File: src/rtl/conv_pkg.sv
// Shared types and constants for the 3x3 binary-convolution sequencer.
package conv_pkg;

  localparam logic [15:0] END_MARKER  = 16'hFFFF;
  localparam int          KERNEL_ROWS = 3;
  localparam int          PIPE_FLUSH  = 2;
  localparam int          MEM_LAT     = 1;
  localparam int          TMR_W       = 2;

  typedef enum logic [3:0] {
    IDLE, WDIM, WDATA, HDR_R, HDR_C, FILL, SCAN, FLUSH, WRITE, ADV, DONE
  } state_e;

  typedef struct packed {
    logic dut_busy_toggle;
    logic str_weights_dims;
    logic str_weights_data;
    logic str_input_nrows;
    logic str_input_ncols;
    logic incr_raddr_enable;
    logic pln_input_row_enable;
    logic incr_row_enable;
    logic rst_row_counter;
    logic incr_col_enable;
    logic rst_col_counter;
    logic update_d_in;
    logic str_temp_to_write;
    logic incr_waddr_enable;
    logic rst_output_row_temp;
    logic toggle_conv_go_flag;
  } strobes_t;

endpackage

File: src/rtl/conv_ctrl_timer.sv
// Loadable saturating down-counter; zero flag tells the FSM a wait has expired.
module conv_ctrl_timer
  import conv_pkg::*;
#(
  parameter int W = TMR_W
) (
  input  logic         clk,
  input  logic         reset_b,
  input  logic         load,
  input  logic [W-1:0] load_val,
  input  logic         dec,
  output logic         zero
);

  logic [W-1:0] cnt_q, cnt_d;

  always_comb begin
    cnt_d = cnt_q;
    if (load)                    cnt_d = load_val;
    else if (dec && cnt_q != '0) cnt_d = cnt_q - W'(1);
  end

  always_ff @(posedge clk) begin
    if (reset_b) cnt_q <= '0;
    else         cnt_q <= cnt_d;
  end

  assign zero = (cnt_q == '0);

endmodule

File: src/rtl/conv_controller.sv
// Sequencing FSM for the convolution datapath: weights, headers, row fill,
// column scans, pipeline flush and output-row writes, matrix after matrix.
module conv_controller
  import conv_pkg::*;
(
  input  logic        clk,
  input  logic        reset_b,
  input  logic        dut_run,
  input  logic        dut_busy,
  input  logic [15:0] sram_dut_read_data,
  input  logic        last_col_next,
  input  logic        last_row_flag,
  output logic        dut_busy_toggle,
  output logic        rst_dut_wmem_read_address,
  output logic        str_weights_dims,
  output logic        str_weights_data,
  output logic        str_input_nrows,
  output logic        str_input_ncols,
  output logic        incr_raddr_enable,
  output logic        pln_input_row_enable,
  output logic        incr_row_enable,
  output logic        rst_row_counter,
  output logic        incr_col_enable,
  output logic        rst_col_counter,
  output logic        update_d_in,
  output logic        str_temp_to_write,
  output logic        incr_waddr_enable,
  output logic        rst_output_row_temp,
  output logic        toggle_conv_go_flag
);

  state_e   state_q, state_d;
  strobes_t stb_q, stb_d;
  logic     wsel_q, wsel_d;

  logic             lat_load, lat_zero;
  logic             cnt_load, cnt_dec, cnt_zero;
  logic [TMR_W-1:0] cnt_val;

  conv_ctrl_timer #(.W(TMR_W)) u_lat (
    .clk(clk), .reset_b(reset_b), .load(lat_load),
    .load_val(TMR_W'(MEM_LAT)), .dec(1'b1), .zero(lat_zero)
  );

  conv_ctrl_timer #(.W(TMR_W)) u_cnt (
    .clk(clk), .reset_b(reset_b), .load(cnt_load),
    .load_val(cnt_val), .dec(cnt_dec), .zero(cnt_zero)
  );

  always_comb begin
    state_d  = state_q;
    stb_d    = '0;
    wsel_d   = wsel_q;
    lat_load = 1'b0;
    cnt_load = 1'b0;
    cnt_val  = '0;
    cnt_dec  = 1'b0;
    // The write enable is the falling edge of str_temp_to_write, so the
    // address bump and accumulator clear always trail it by one cycle.
    stb_d.incr_waddr_enable   = stb_q.str_temp_to_write;
    stb_d.rst_output_row_temp = stb_q.str_temp_to_write;
    case (state_q)
      IDLE: begin
        wsel_d                    = 1'b0;
        stb_d.rst_row_counter     = 1'b1;
        stb_d.rst_col_counter     = 1'b1;
        stb_d.rst_output_row_temp = 1'b1;
        if (dut_run && !dut_busy) begin
          stb_d.dut_busy_toggle = 1'b1;
          lat_load              = 1'b1;
          state_d               = WDIM;
        end
      end
      WDIM: if (lat_zero) begin
        stb_d.str_weights_dims = 1'b1;
        wsel_d                 = 1'b1;
        lat_load               = 1'b1;
        state_d                = WDATA;
      end
      WDATA: if (lat_zero) begin
        stb_d.str_weights_data = 1'b1;
        lat_load               = 1'b1;
        state_d                = HDR_R;
      end
      HDR_R: if (lat_zero) begin
        if (sram_dut_read_data == END_MARKER) begin
          state_d = DONE;
        end else begin
          stb_d.str_input_nrows   = 1'b1;
          stb_d.incr_raddr_enable = 1'b1;
          lat_load                = 1'b1;
          state_d                 = HDR_C;
        end
      end
      HDR_C: if (lat_zero) begin
        stb_d.str_input_ncols   = 1'b1;
        stb_d.incr_raddr_enable = 1'b1;
        lat_load                = 1'b1;
        cnt_load                = 1'b1;
        cnt_val                 = TMR_W'(KERNEL_ROWS - 1);
        state_d                 = FILL;
      end
      FILL: if (lat_zero) begin
        stb_d.pln_input_row_enable = 1'b1;
        stb_d.incr_raddr_enable    = 1'b1;
        stb_d.incr_row_enable      = 1'b1;
        if (cnt_zero) begin
          stb_d.rst_col_counter     = 1'b1;
          stb_d.toggle_conv_go_flag = 1'b1;
          state_d                   = SCAN;
        end else begin
          cnt_dec  = 1'b1;
          lat_load = 1'b1;
        end
      end
      SCAN: begin
        if (last_col_next) begin
          cnt_load = 1'b1;
          cnt_val  = TMR_W'(PIPE_FLUSH);
          state_d  = FLUSH;
        end else begin
          stb_d.update_d_in     = 1'b1;
          stb_d.incr_col_enable = 1'b1;
        end
      end
      FLUSH: begin
        if (cnt_zero) begin
          stb_d.toggle_conv_go_flag = 1'b1;
          state_d                   = WRITE;
        end else begin
          cnt_dec = 1'b1;
        end
      end
      WRITE: begin
        stb_d.str_temp_to_write = 1'b1;
        lat_load                = 1'b1;
        state_d                 = last_row_flag ? HDR_R : ADV;
      end
      ADV: if (lat_zero) begin
        stb_d.pln_input_row_enable = 1'b1;
        stb_d.incr_raddr_enable    = 1'b1;
        stb_d.incr_row_enable      = 1'b1;
        stb_d.rst_col_counter      = 1'b1;
        stb_d.toggle_conv_go_flag  = 1'b1;
        state_d                    = SCAN;
      end
      DONE: begin
        stb_d.dut_busy_toggle = 1'b1;
        state_d               = IDLE;
      end
      default: state_d = IDLE;
    endcase
  end

  always_ff @(posedge clk) begin
    if (reset_b) begin
      state_q <= IDLE;
      stb_q   <= '0;
      wsel_q  <= 1'b0;
    end else begin
      state_q <= state_d;
      stb_q   <= stb_d;
      wsel_q  <= wsel_d;
    end
  end

  assign rst_dut_wmem_read_address = wsel_q;
  assign dut_busy_toggle           = stb_q.dut_busy_toggle;
  assign str_weights_dims          = stb_q.str_weights_dims;
  assign str_weights_data          = stb_q.str_weights_data;
  assign str_input_nrows           = stb_q.str_input_nrows;
  assign str_input_ncols           = stb_q.str_input_ncols;
  assign incr_raddr_enable         = stb_q.incr_raddr_enable;
  assign pln_input_row_enable      = stb_q.pln_input_row_enable;
  assign incr_row_enable           = stb_q.incr_row_enable;
  assign rst_row_counter           = stb_q.rst_row_counter;
  assign incr_col_enable           = stb_q.incr_col_enable;
  assign rst_col_counter           = stb_q.rst_col_counter;
  assign update_d_in               = stb_q.update_d_in;
  assign str_temp_to_write         = stb_q.str_temp_to_write;
  assign incr_waddr_enable         = stb_q.incr_waddr_enable;
  assign rst_output_row_temp       = stb_q.rst_output_row_temp;
  assign toggle_conv_go_flag       = stb_q.toggle_conv_go_flag;

endmodule

File: config.mk
export PLATFORM = sky130hd
export DESIGN_NAME = conv_controller
export DESIGN_NICKNAME = d
export VERILOG_FILES = /design/src/rtl/conv_pkg.sv /design/src/rtl/conv_ctrl_timer.sv /design/src/rtl/conv_controller.sv
export SDC_FILE = /design/constraint.sdc
export NUM_CORES = 1
export LEC_CHECK = 0
export CELL_PAD_IN_SITES_DETAIL_PLACEMENT = 2
export CELL_PAD_IN_SITES_GLOBAL_PLACEMENT = 2
export CORE_ASPECT_RATIO = 0.75
export CORE_MARGIN = 10
export CORE_UTILIZATION = 25
export CTS_CLUSTER_DIAMETER = 100
export CTS_CLUSTER_SIZE = 14
export DETAILED_ROUTE_END_ITERATION = 6
export DONT_BUFFER_PORTS = 1
export GPL_ROUTABILITY_DRIVEN = 0
export HOLD_SLACK_MARGIN = 0.1
export PLACE_DENSITY_LB_ADDON = 0.1
export SETUP_SLACK_MARGIN = 0.15
export SYNTH_ARGS = -nofsm -noshare
export SYNTH_HDL_FRONTEND = slang
export SYNTH_HIERARCHICAL = 1
export SYNTH_SLANG_ARGS = --single-unit
File: constraint.sdc
create_clock -name clk -period 5.4 [get_ports clk]
set_clock_uncertainty 0.15 [all_clocks]
set_input_delay 1.08 -clock clk [delete_from_list [all_inputs] [get_ports clk]]
set_output_delay 1.08 -clock clk [all_outputs]
set_load 0.05 [all_outputs]
======== Word level (Yosys, flattened, before mapping) ========
Cells that the tools add are included.
word-level totals
  output and inout bits ................... 17
  word-level logic and storage cells ...... 115
  register bits after elaboration ......... 24
operators by class
  reductions and logical operators ........ 22
  bitwise operators ....................... 6
  eq/ne operators ......................... 21
  mux-type cells .......................... 44
  add/sub/neg operators ................... 2
operators with widths
  operator                                                               count
  4-bit 2-to-1 mux                                                       12
  4-bit case mux with 10 select lines                                    1
  2-bit inequality test, second input constant                           10
  16-bit equality test, second input constant                            1
  4-bit by 3-bit equality test with 1-bit output, second input constant  4
  1-bit 2-to-1 mux                                                       16
  2-bit OR reduction                                                     8
  4-bit equality test, second input constant                             3
  2-bit 2-to-1 mux                                                       5
  10-bit AND reduction                                                   1
  2-bit nonzero test                                                     5
  1-bit case mux with 3 select lines                                     3
  4-bit by 2-bit equality test with 1-bit output, second input constant  2
  1-bit case mux with 2 select lines                                     4
  1-bit NOT                                                              6
  1-bit case mux with 5 select lines                                     1
  4-bit by 1-bit equality test with 1-bit output, second input constant  1
  2-bit logical NOT                                                      2
  4-bit logical NOT                                                      1
  2-bit case mux with 2 select lines                                     1
  2-bit by 1-bit subtractor with 2-bit output, second input constant     2
  3-bit 2-to-1 mux                                                       1
  3-bit OR reduction                                                     1
  1-bit logical AND                                                      2
  other kinds (2)                                                        2

======== Longest topological paths before layout ========
  depth after elaboration ................. 7
  depth in mapped cells ................... 9
  mapped depth without buffers ............ 9

======== Modules after synthesis ========
The synthesis kept the hierarchy.
modules (own cells, without submodules)
  module           area an instance (µm²)  sequential area each (µm²)  times used  cells each
  conv_controller  958.4                   380.4                       1           114
  conv_ctrl_timer  126.4                   40.0                        2           14

======== Least setup slack after synthesis ========
Ideal clock, no wire load.
  path kind ............................... input -> register
  start ................................... input sram_dut_read_data[7]
  end ..................................... register u_lat.cnt_q[1]
  library setup time ...................... 0.070 ns
  stages on the path ...................... 7
  path slack .............................. 2.873 ns
  data required time ...................... 5.180 ns
  arrival ................................. 2.307 ns
  path buffers ............................ 0
  cell sequence ........................... nand4_1 -> or4_1 -> a22oi_1 -> o2bb2ai_1 -> inv_1 -> o211ai_1 -> a21oi_1
between the ends
  cells in the longest elaborated chain, start to end .. 5
RTL lines
  what                                RTL line               text
  start, declared                     conv_controller.sv:10  input logic [15:0] sram_dut_read_data,
  16-bit equality test                conv_controller.sv:86  if (sram_dut_read_data == END_MARKER) begin
  1-bit 2-to-1 mux                    conv_controller.sv:86
  1-bit 2-to-1 mux                    conv_controller.sv:85  HDR_R: if (lat_zero) begin
  1-bit case mux with 5 select lines  conv_controller.sv:62  case (state_q)
  via lat_load                        conv_controller.sv:36  logic lat_load, lat_zero;
  2-bit OR reduction (no line)        --
  end signal, assigned                conv_ctrl_timer.sv:25  else cnt_q <= cnt_d;
  end, declared                       conv_ctrl_timer.sv:15  logic [W-1:0] cnt_q, cnt_d;
The timed path passes the listed nets, and every way through them passes these cells.
A chain may end at the register's enable or synchronous reset.

======== Worst setup path in the final report ========
Same ends and word-level chain as after synthesis.

==> flow_summary.json <==
{
  "status": "finished clean",
  "ys.flop_type": "dfxtp_1",
  "finalPower_uw": 608,
  "route.detailed.drc": 0,
  "wl_mm": 3.73,
  "clk_latency_ns": 0.28,
  "synth_common_cells": "dfxtp_1 (23), inv_1 (11), nor2_1 (10)",
  "cts_buffers": 3,
  "clk_pin_slew_worst_paths_ns": 0.10,
  "start_kind": "primary input",
  "met1Wirelength_mm": 1.88,
  "drive_gt1_share_pct": 10.8,
  "sw_frac_of_total_pct": 43.7,
  "rr_endpoint": "u_lat/cnt_q[1]",
  "post-cts-setup-buffers": 0,
  "fin_crit_ns": 2.45,
  "detail_route.wl_per_cell_um": 19.0,
  "crit_arrival_ns": 2.52,
  "cts_root_buffer": "clkbuf_8",
  "first_pass_iters": 4,
  "area_growth_pct": 6.09,
  "antenna_found_initial": 0,
  "fin_nets": 164,
  "hold_buffers": 0,
  "regArea_um2": 460,
  "synth_edf_count": 0,
  "worst_pin_slew_ns": 0.937,
  "p_clk_share_pct": 18.5,
  "io-pin-count": 39,
  "grt_max_degree": 20,
  "power.density_mw_per_mm2": 474,
  "comb_power_share_pct": 32.1,
  "hpwl_mm": 2.88,
  "fmax_ghz": 0.408,
  "maxSlewHeadroom_pct": 37.4,
  "io_buffers": 0,
  "worstHoldPathCells": 2,
  "clock_sinks": 23,
  "reg2reg_depth": 7,
  "crit_type": "in2reg",
  "async_reset_ff_share_pct": 0,
  "grt_pass1_vias": 1143,
  "postRouteAntennaNets": 0,
  "power.static_leakage_nw": 0.437,
  "vias": 1022,
  "p_sw_uw": 266,
  "rsz0062_at_grt": "false",
  "hold_start": "u_cnt/cnt_q[0]",
  "post_cts_resized": 0,
  "cp_max_fo": 4,
  "setup_viol": 0,
  "top_layer_used": "met4",
  "vias_per_cell": 5.21,
  "antenna_cells": 0,
  "irDropWorstVdd_mv": 0.193,
  "p_seq_share_pct": 49.4,
  "ys_warn_count": 6,
  "yosys-top-cells-area": "dfxtp_1 (38%), inv_1 (3.4%), nor2_1 (3.1%)",
  "rows": 21,
  "final-hold-violation-count": 0,
  "overflow": 0,
  "track_usage_pct": 9.74,
  "cts_buffer_depth": 2,
  "routed-wl-met2_mm": 1.61,
  "min_to": "u_cnt/cnt_q[0]",
  "syn_area_mm2": 0.00121,
  "first_iter_violations": 39,
  "htreeDepth": 1,
  "synth_top_cell_by_area": "dfxtp_1",
  "synth-seq-cells": 23,
  "multi_input_comb_area_um2": 666,
  "yosysTopAreaCellShare_pct": 38.0,
  "grt_pass1_wl_mm": 6.33,
  "die_area_mm2": 0.00806,
  "post_synth.cell_area_avg_um2": 8.53,
  "chipHeight_um": 80.3,
  "wl_met3_um": 208,
  "max_cap_viol_count": 0,
  "p_int_uw": 342,
  "drv_slew": 0,
  "finalCritPeriodShare_pct": 45.4,
  "final_util_pct": 28.1,
  "netlist_instances": 142,
  "num-fill-cells": 543,
  "endpoint_kind": "flip-flop",
  "synth-seq-area-share_pct": 38.0,
  "required_ns": 5.47,
  "r2r-start": "state_q[1]",
  "start_util_pct": 26.5,
  "die_width_um": 100,
  "core_mm2": 0.00457,
  "rrSetupSlack_ns": 3.15,
  "synthDistinctLibCells": 44,
  "finalSetupTns_ns": 0,
  "cts_tree": "done",
  "synth_most_common_cell": "dfxtp_1",
  "hold_path_class": "reg2reg"
}
## per-layer routing
metal,up-vias,GRT usage [%]
met5,-,0
li1,501,-
met4,0,1.69
met3,4,3.51
met2,20,14.6
met1,497,13.1
## how the worst max path moves through the flow
stage	startpoint	slack, ns	depth (start not counted)	endpoint
after detailed placement	sram_dut_read_data[7]	2.63	7	u_lat/cnt_q[1]
after global placement	sram_dut_read_data[7]	2.76	7	u_lat/cnt_q[1]
final	sram_dut_read_data[7]	2.95	7	u_lat/cnt_q[1]
after global routing	sram_dut_read_data[7]	2.80	7	u_lat/cnt_q[1]
after floorplan	sram_dut_read_data[7]	2.87	7	u_lat/cnt_q[1]
after CTS	sram_dut_read_data[7]	2.93	7	u_lat/cnt_q[1]
## registers in the layout, indices dropped and copies added, names as in the netlist
name / cells
rst_col_counter: 1
rst_dut_wmem_read_address: 1
pln_input_row_enable: 1
rst_output_row_temp: 1
incr_raddr_enable: 1
state_q: 4
incr_waddr_enable: 1
u_cnt/cnt_q: 2
toggle_conv_go_flag: 1
rst_row_counter: 1
str_weights_dims: 1
str_temp_to_write: 1
update_d_in: 1
u_lat/cnt_q: 2
str_weights_data: 1
str_input_nrows: 1
dut_busy_toggle: 1
str_input_ncols: 1
## power by group through the flow
stage	sequential [mW]	clock, mW	combinational, mW
final	0.301	0.113	0.195
after global routing	0.309	0.125	0.221
after CTS	0.302	0.121	0.198
after detailed placement	0.306	0	0.196
after global placement	0.305	0	0.193
after floorplan	0.271	0	0.187
## layout by cell type, fill, tap and decap left out, types with 2 or more instances in the layout
cell       n
a211oi_1   3
a211oi_2   2
a21oi_1    7
clkbuf_8   3
conb_1     5
dfxtp_1   23
ha_1       2
inv_1     11
nand2_1    7
nand2b_1   4
nand3b_1   3
nand4_1    5
nor2_1    10
nor2b_1    6
nor2b_4    2
nor3_1     6
nor4_1     6
o211ai_1   3
o21ai_0    3
o22ai_1    2
o32ai_1    3
or2_2      2
xnor2_1    2
## worst max-delay path: stages
cell and delay (ns):
nand4_1 0.11, or4_1 0.63, a22oi_1 0.21, o2bb2ai_1 0.10, inv_1 0.12, o211ai_1 0.11
a21oi_1 0.15
## final cells by class
cell class	instances	area share (%)
inverter	11	3.21
clock buffer	3	3.21
clock inverter	1	0.389
tap	57	5.55
multi-input combinational	101	51.8
sequential	23	35.8
## kinds of logic after synthesis
| kind of cell | count (synthesis) | synth area share (%) |
|---|---|---|
| AOI/OAI and AO/OA | 32 | 19.4 |
| xor gates and xnor gates | 2 | 1.45 |
| adders and majority gates | 2 | 2.07 |
| buffers and inverters | 21 | 7.95 |
| DFF | 23 | 38.0 |
| muxes | 1 | 0.826 |
| other | 2 | 0.620 |
| and+or+nand+nor | 59 | 29.7 |
## metrics by stage
stage,hold slack (ns),setup WS (ns),instances,cell area (um2)
final,0.444,2.95,196,1280
after global routing,0.487,2.80,196,1280
after CTS,0.455,2.93,196,1280
after detailed placement,0.436,2.63,192,1240
after global placement,0.414,2.76,192,1240
after floorplan,0.398,2.87,145,1220
(Power assumes the default switching activity.)
